**config.mk**
```make
export PLATFORM = sky130hd
export DESIGN_NAME = ptp_rtc
export DESIGN_NICKNAME = d
export VERILOG_FILES = /design/src/rtl/ptp_rtc.sv
export SDC_FILE = /design/constraint.sdc
export NUM_CORES = 1
export LEC_CHECK = 0
export ABC_AREA = 0
export CORE_MARGIN = 4
export CORE_UTILIZATION = 52
export DETAILED_ROUTE_END_ITERATION = 8
export PLACE_DENSITY_LB_ADDON = 0.05
export RECOVER_POWER = 25
export SLEW_MARGIN = 10
export SYNTH_ARGS = -nofsm -noshare
export SYNTH_HDL_FRONTEND = slang
export SYNTH_SLANG_ARGS = --single-unit
```
**constraint.sdc**
```tcl
create_clock -name clk -period 14.22 [get_ports clk]
set_clock_uncertainty 0.2 [all_clocks]
set_input_delay 2.844 -clock clk [delete_from_list [all_inputs] [get_ports clk]]
set_output_delay 2.844 -clock clk [all_outputs]
set_load 0.02 [all_outputs]
```
**src/rtl/ptp_rtc.sv**
```systemverilog
// IEEE 1588 real-time clock: 48-bit seconds + ns.frac time of day advanced
// every cycle by a programmable fixed-point period, with a counted temporary
// period offset and a 24-bit delta-sigma accumulator for the sub-fraction bits.
module ptp_rtc (
  input  logic        clk,
  input  logic        rst,
  input  logic        time_ld,
  input  logic [37:0] time_reg_ns_in,
  input  logic [47:0] time_reg_sec_in,
  input  logic        period_ld,
  input  logic [39:0] period_in,
  input  logic        adj_ld,
  input  logic [31:0] adj_ld_data,
  input  logic [39:0] period_adj,
  output logic        adj_ld_done,
  output logic [37:0] time_reg_ns,
  output logic [47:0] time_reg_sec,
  output logic [37:0] time_ptp_ns,
  output logic [47:0] time_ptp_sec
);

  localparam int unsigned NS_W   = 38;
  localparam int unsigned SEC_W  = 48;
  localparam int unsigned PER_W  = 40;
  localparam int unsigned CNT_W  = 32;
  localparam int unsigned FRAC_W = 24;
  localparam logic [NS_W-1:0] MOD_NS = 38'd256_000_000_000;

  logic [PER_W-1:0]  period;
  logic [PER_W-1:0]  adj;
  logic [CNT_W-1:0]  adj_cnt;
  logic [FRAC_W-1:0] frac_acc;
  logic [NS_W-1:0]   time_ns;
  logic [SEC_W-1:0]  time_sec;

  logic [NS_W-1:0]   time_acc_modulo;
  logic [PER_W-1:0]  time_adj_08n_32f;
  logic [CNT_W-1:0]  adj_cnt_next;
  logic [FRAC_W:0]   frac_sum;
  logic [NS_W-1:0]   step;
  logic [NS_W:0]     sum;
  logic              time_acc_48s_inc;

  assign time_reg_ns  = time_ns;
  assign time_reg_sec = time_sec;

  // Increment selection, delta-sigma carry and seconds-rollover detection
  always_comb begin
    time_acc_modulo  = MOD_NS;
    time_adj_08n_32f = period;
    adj_cnt_next     = adj_cnt;
    if (adj_cnt != '0) begin
      time_adj_08n_32f = period + adj;
      adj_cnt_next     = adj_cnt - CNT_W'(1);
    end
    if (adj_ld) begin
      adj_cnt_next = adj_ld_data;
    end
    frac_sum = {1'b0, frac_acc} + {1'b0, time_adj_08n_32f[FRAC_W-1:0]};
    step     = NS_W'(time_adj_08n_32f[PER_W-1:FRAC_W]) + NS_W'(frac_sum[FRAC_W]);
    sum      = {1'b0, time_ns} + {1'b0, step};
    time_acc_48s_inc = (sum >= {1'b0, time_acc_modulo});
  end

  // Clock state, loads and the one-cycle-delayed PTP copy
  always_ff @(posedge clk or posedge rst) begin
    if (rst) begin
      period       <= '0;
      adj          <= '0;
      adj_cnt      <= '0;
      frac_acc     <= '0;
      time_ns      <= '0;
      time_sec     <= '0;
      adj_ld_done  <= 1'b1;
      time_ptp_ns  <= '0;
      time_ptp_sec <= '0;
    end else begin
      if (period_ld) begin
        period <= period_in;
      end
      if (adj_ld) begin
        adj <= period_adj;
      end
      adj_cnt      <= adj_cnt_next;
      adj_ld_done  <= (adj_cnt_next == '0);
      frac_acc     <= frac_sum[FRAC_W-1:0];
      time_ptp_ns  <= time_ns;
      time_ptp_sec <= time_sec;
      if (time_ld) begin
        time_ns  <= time_reg_ns_in;
        time_sec <= time_reg_sec_in;
      end else if (time_acc_48s_inc) begin
        time_ns  <= NS_W'(sum - {1'b0, time_acc_modulo});
        time_sec <= time_sec + SEC_W'(1);
      end else begin
        time_ns  <= NS_W'(sum);
      end
    end
  end

endmodule

```
==> results.yml, run 1 <==
synth:
  synth_ff_type: "dfrtp_1"
  syn_nets: 2047
  ys_ff_latch: 309
  synth_top_area_share_pct: 45.0
  synthArstFlopShare_pct: 100
  yosys-top-cells-area: "dfrtp_1, ha_1, mux2_2, xnor2_1, nand2_1"
  synth_common_cells: "dfrtp_1, nand2_1, nor2_1"
  yosysTopAreaCell: "dfrtp_1"
  avgSynthCellArea_sq_um: 9.75
  netlist_area_sq_um: 17100
  synth_cells: 1757
  synth-edff-count: 0
  synth.most_common_cell: "dfrtp_1"
  yosys_warnings: 0
  synthDistinctLibCells: 76
  seq_area_frac_synth_pct: 45.1
placement:
  dp_hpwl_um: 37800
  gp_congestion: 0.899
  io_buffers: 375
  dpl_cell_area_sq_um: 21200
global_routing:
  antenna_found_initial: 10
  grt_pass1_vias: 15000
  grt_max_degree: 109
  gr-total-overflow: 0
  grt_pass1_wl_um: 80900
  grt_usage_pct: 27.8
layout:
  final-seq-area_sq_um: 7730
  layout-drive-gt1-share_pct: 8.46
  fin_nets: 2403
  fin_area_sq_um: 22400
  multi_input_area_sq_um: 8950
  syn_to_final_growth_pct: 30.8
  n_fill_cell: 2602
routing:
  drc: 0
  first_iter_violations: 912
  via_count: 14800
  first_pass_iters: 5
  ant_nets: 0
  wl_per_cell_um: 19.7
  wl_um: 50900
  viasPerCell: 5.72
cts:
  cts_resized: 0
  hold_buffers: 0
  clkTransAtPathRegs_ps: 60
  cts_tree: "done"
  clock_latency_ps: 520
  clock_path_buffers: 3
  root_buffer: "clkbuf_16"
  post_cts_buffers: 0
  htreeDepth: 2
  cts_buffers: 36
  numClockSinks: 309
pwr:
  combPwrFrac_pct: 45.6
  p_leak_nw: 9.27
  p_sw_share_pct: 38.4
  pwr-share-clk_pct: 24.0
  p_int_mw: 2.40
  vdd_drop_max_mv: 0.109
  p_switching_mw: 1.50
  powerDensity_nw_per_um2: 174
  seqPwrFrac_pct: 30.4
critical_path:
  critical_path.max_fanout: 50
  criticalPathCategory: "register to register"
  startpoint_type: "register"
  end_kind: "register"
  reg2reg_slack_ps: 3100
  cp_slowest_cell: "nand3_1"
  worstPathRequired_ps: 14470
  arrival_ps: 11370
  critPathMaxStageDelay_ps: 950
  cpMostUsedCell: "a21o_1"
die:
  pin_count: 376
  die_y_um: 190
  fp.dieW_um: 190
  coreArea_sq_um: 32500
  start_util_pct: 52.7
  num_rows: 66
  die_area_sq_um: 35900
sta:
  post-route-min-period_ps: 11120
  rsz0062_at_grt: "false"
  clock.fmax_ghz: 0.0899
  finalHoldViolCount: 0
  maxSlewViolCount: 109
  tightest_slew_ps: 4720
  maxSlewHeadroom_pct: -216
  setup_tns_ps: 0
  period_share_pct: 78.2
  setup_viol: 0
min_path:
  hold_class: "register to register"
outcome:
  status: "complete, but fails checks"
  violations: "capacitance limit, slew limit"
run:
  drv_cap: 1
## registers in the layout (all words and copies together), names as in the netlist
name and cells:
time_ptp_sec 48, time_reg_sec 48, period 40, adj_ld_done 1
time_reg_ns 38, adj_cnt 32, adj 40, time_ptp_ns 38
frac_acc 24
## worst paths after layout
path	start	cells after the start	end
worst max-delay path	adj_cnt[15]$_DFF_PP0_	34	time_reg_sec[22]$_DFFE_PP0P_
worst min-delay path	time_reg_ns[12]$_DFF_PP0_	0	time_ptp_ns[12]$_DFF_PP0_
worst max register to register	adj_cnt[15]$_DFF_PP0_	34	time_reg_sec[22]$_DFFE_PP0P_
worst min register to register	time_reg_ns[12]$_DFF_PP0_	0	time_ptp_ns[12]$_DFF_PP0_
max in group asynchronous	rst	3	time_reg_sec[14]$_DFFE_PP0P_
min in group asynchronous	rst	2	time_ptp_ns[33]$_DFF_PP0_
## area by class of cell
type | instances | area share (%)
Tap cell | 442 | 2.47
Inverter | 49 | 0.826
Clock buffer | 56 | 4.72
Antenna cell | 4 | 0.0447
Timing Repair Buffer | 383 | 16.9
Sequential cell | 309 | 34.5
Multi-Input combinational cell | 1334 | 39.9
Clock inverter | 9 | 0.586
## metal layers
metal | GRT usage [%] | vias up | share of wire [%]
met5 | 0 | - | 0.17
met4 | 9.38 | 12 | 3.2
met3 | 7.34 | 99 | 7.1
met2 | 46.6 | 474 | 49
met1 | 35.1 | 7139 | 41
li1 | - | 7058 | -
## power groups by stage
stage	clock (mW)	sequential, mW	combinational [mW]
detailed placement	0	1.20	1.76
global route	0.989	1.21	1.94
CTS	0.952	1.19	1.77
global placement	0	1.20	1.73
floorplan	0	1.27	1.11
finish	0.934	1.18	1.78
## cells by family after synthesis
group,share of synthesized area (%)
and+or+nand+nor,16.4
buffers and inverters,2.55
xor gates and xnor gates,7.11
DFF,45.1
adders and majority gates,6.53
muxes,6.03
AOI/OAI and AO/OA,16.2
## layout by cell type, fill, tap and decap left out, drive strengths merged, types with 15 or more instances in the layout
cell type	count
nand4	27
o21ai	129
nand3	54
xnor2	89
nor3	37
and3	16
a21o	43
nor4	19
clkbuf	57
o31ai	23
nor2b	15
nor2	133
a31oi	44
mux2	90
dfrtp	308
nand2	186
or3	33
clkdlybuf4s50	366
a21oi	105
inv	48
xor2	50
ha	83
## critical path, delay by kind of cell, from the launching register on
kind | cells | cell delay (ps)
and+or+nand+nor | 12 | 4480
AOI/OAI and AO/OA | 17 | 4350
adders and majority gates | 4 | 1230
DFF | 1 | 400
buffers and inverters | 1 | 340
## metrics by stage
| stage | utilization [%] | hold WS [ps] | power (mW) | cells | setup WS [ps] |
|---|---|---|---|---|---|
| after floorplan | - | 256 | 2.38 | 1757 | 2630 |
| after global placement | 65.3 | 206 | 2.93 | 2517 | 3930 |
| after detailed placement | 65.3 | 212 | 2.96 | 2517 | 3640 |
| after CTS | 68.9 | 227 | 3.91 | 2582 | 3630 |
| after global routing | 68.9 | 244 | 4.14 | 2585 | 2220 |
| final | 68.9 | 223 | 3.90 | 2586 | 3100 |
No activity file was read; power rests on OpenSTA's default activity.
==> run 2, diff against run 1 <==
--- a/config.mk
+++ b/config.mk
@@ -7,7 +7,7 @@
 export LEC_CHECK = 0
 export ABC_AREA = 0
 export CORE_MARGIN = 4
-export CORE_UTILIZATION = 52
+export CORE_UTILIZATION = 47
 export DETAILED_ROUTE_END_ITERATION = 8
 export PLACE_DENSITY_LB_ADDON = 0.05
 export RECOVER_POWER = 25
==> constraint.sdc (replaced) <==
create_clock -name clk -period 10.2 [get_ports clk]
set_clock_uncertainty 0.2 [all_clocks]
set_input_delay 2.04 -clock clk [delete_from_list [all_inputs] [get_ports clk]]
set_output_delay 2.04 -clock clk [all_outputs]
set_load 0.02 [all_outputs]
==> run 2 against run 1 <==
The run still ends with capacitance limit, slew limit left. Wire length is 1.4% higher. Via count decreased by 0.41%. Count of clock-buffer cells in the layout grew 7. Combinational power up 40%. Maximum frequency increased by 19%. Register-to-register slack got worse by 2200 ps. Final cell count increased by 1.2%. Utilization decreased by 5.8 points. Critical path depth rose by 3. Worst hold slack got worse by 18 ps. Total power increased by 40%. Die area is 10% higher. Critical path type unchanged.
==> results.yml, run 2 (synthesis results as in run 1) <==
sta:
  setup_tns_ps: 0
  finalHoldViolCount: 0
  hold_slack_ps: 205
  rsz0062_at_grt: "false"
  maxSlewHeadroom_pct: -214
  tightest_slew_ps: 4710
  post-route-min-period_ps: 9310
  period_share_pct: 91.2
  clock.fmax_ghz: 0.107
  maxSlewViolCount: 201
  setup_viol: 0
global_routing:
  grt_pass1_wl_um: 81900
  gr-total-overflow: 0
  grt_pass1_vias: 15200
  grt_max_degree: 106
  antenna_found_initial: 15
  grt_usage_pct: 25.8
critical_path:
  worstPathRequired_ps: 10460
  r2r_start: "adj_cnt[15]$_DFF_PP0_"
  end_kind: "register"
  startpoint_type: "register"
  r2r_cells: 37
  critPathMaxStageDelay_ps: 500
  arrival_ps: 9570
  cpLargestDelayFamily: "compound AO/OA/AOI/OAI gates"
  cp_slowest_cell: "or4_1"
  critical_path.max_fanout: 33
  r2r_end: "time_reg_sec[22]$_DFFE_PP0P_"
  reg2reg_slack_ps: 890
  criticalPathCategory: "register to register"
  crit_buf_inv: 4
placement:
  dp_hpwl_um: 38500
  io_buffers: 375
  gp_congestion: 0.918
outcome:
  violations: "capacitance limit, slew limit"
  status: "complete, but fails checks"
die:
  die_area_sq_um: 39600
  start_util_pct: 47.9
  die_y_um: 199
  fp.dieW_um: 199
  num_rows: 69
  coreArea_sq_um: 35700
  pin_count: 376
pwr:
  p_sw_share_pct: 38.5
  total_power_mw: 5.45
  p_switching_mw: 2.10
  pwr-share-clk_pct: 24.1
  combPwrFrac_pct: 45.7
  p_int_mw: 3.35
  powerDensity_nw_per_um2: 241
  vdd_drop_max_mv: 0.157
  p_leak_nw: 9.31
  seqPwrFrac_pct: 30.2
routing:
  wl_um: 51600
  drc: 0
  via_count: 14700
  wl_per_cell_um: 19.7
  ant_nets: 0
  viasPerCell: 5.62
  first_pass_iters: 5
  first_iter_violations: 782
cts:
  htreeDepth: 2
  clock_latency_ps: 540
  clkTransAtPathRegs_ps: 60
  numClockSinks: 309
  clock_path_buffers: 3
  cts_tree: "done"
  cts_buffers: 37
  root_buffer: "clkbuf_16"
layout:
  final_cell_mix: "clkdlybuf4s50_1, dfrtp_1, nand2_1, nor2_1, o21ai_0"
  fin_nets: 2413
  fin_util_pct: 63.1
  syn_to_final_growth_pct: 31.7
  layout-drive-gt1-share_pct: 9.11
  final_common_cell: "clkdlybuf4s50_1"
  n_fill_cell: 3033
min_path:
  hold_class: "register to register"
  whs_path_depth: 0
  holdPathEnd: "time_ptp_ns[11]$_DFF_PP0_"
  min_from: "time_reg_ns[11]$_DFF_PP0_"
run:
  drv_cap: 3
## run 2: cell count changes in the layout (fill, tap and decap cells not counted), moves of 2 or more
cell,delta
bufinv_16,-3
dlygate4sd3_1,-5
clkdlybuf4s50_1,+5
buf_4,+9
diode_2,+2
clkinv_2,-4
clkbuf_8,+8
## run 2: final cells by class
type,instances,area (sq um),share of cell area (%)
inverters,49,185,0.821
clock inverters,4,32.5,0.144
repair buffers,392,3860,17.1
flip-flops and latches,309,7730,34.3
clock buffers,63,1190,5.26
diodes,6,15.0,0.0665
multi-input cells,1334,8970,39.8
well taps,461,577,2.56
## run 2: worst max-delay path by stage
stage / depth (start not counted) / end / slack [ps] / from
floorplan: 36 / time_reg_sec[25]$_DFFE_PP0P_ / 1670 / adj_cnt[15]$_DFF_PP0_
global placement: 34 / time_reg_sec[13]$_DFFE_PP0P_ / 560 / adj_cnt[15]$_DFF_PP0_
detailed placement: 34 / time_reg_sec[15]$_DFFE_PP0P_ / 270 / adj_cnt[15]$_DFF_PP0_
CTS: 34 / time_reg_sec[9]$_DFFE_PP0P_ / 260 / adj_cnt[15]$_DFF_PP0_
global route: 33 / time_reg_sec[22]$_DFFE_PP0P_ / 230 / adj_cnt[15]$_DFF_PP0_
finish: 37 / time_reg_sec[22]$_DFFE_PP0P_ / 890 / adj_cnt[15]$_DFF_PP0_
## run 2: per-stage QoR
step	area (sq um)	std cells	worst slack [ps]
floorplan	17100	1757	1670
global placement	21300	2544	557
detailed placement	21300	2544	273
CTS	22500	2611	263
global route	22600	2616	228
finish	22600	2618	893
## run 2: timing repair
| action | in CTS | in global routing |
|---|---|---|
| gates resized for setup | 0 | 2 |
| setup buffers | 0 | 1 |
| hold endpoints to repair | 0 | 0 |
| endpoints found under the setup margin | 0 | 42 |
| hold buffers | 0 | 0 |
## run 2: layer usage
| layer | vias to the layer above | global-route usage [%] | share of wire [%] |
|---|---|---|---|
| met1 | 7111 | 32.6 | 42 |
| met3 | 109 | 7.23 | 7.1 |
| met2 | 421 | 43.1 | 48 |
| li1 | 7064 | - | - |
| met4 | 16 | 8.13 | 3.0 |
| met5 | - | 0 | 0.20 |
## run 2: power groups by stage
stage	sequential [mW]	combinational (mW)	clock, mW
finish	1.65	2.49	1.31
detailed placement	1.67	2.45	0
global placement	1.67	2.42	0
floorplan	1.77	1.55	0
global route	1.68	2.74	1.40
CTS	1.65	2.47	1.35
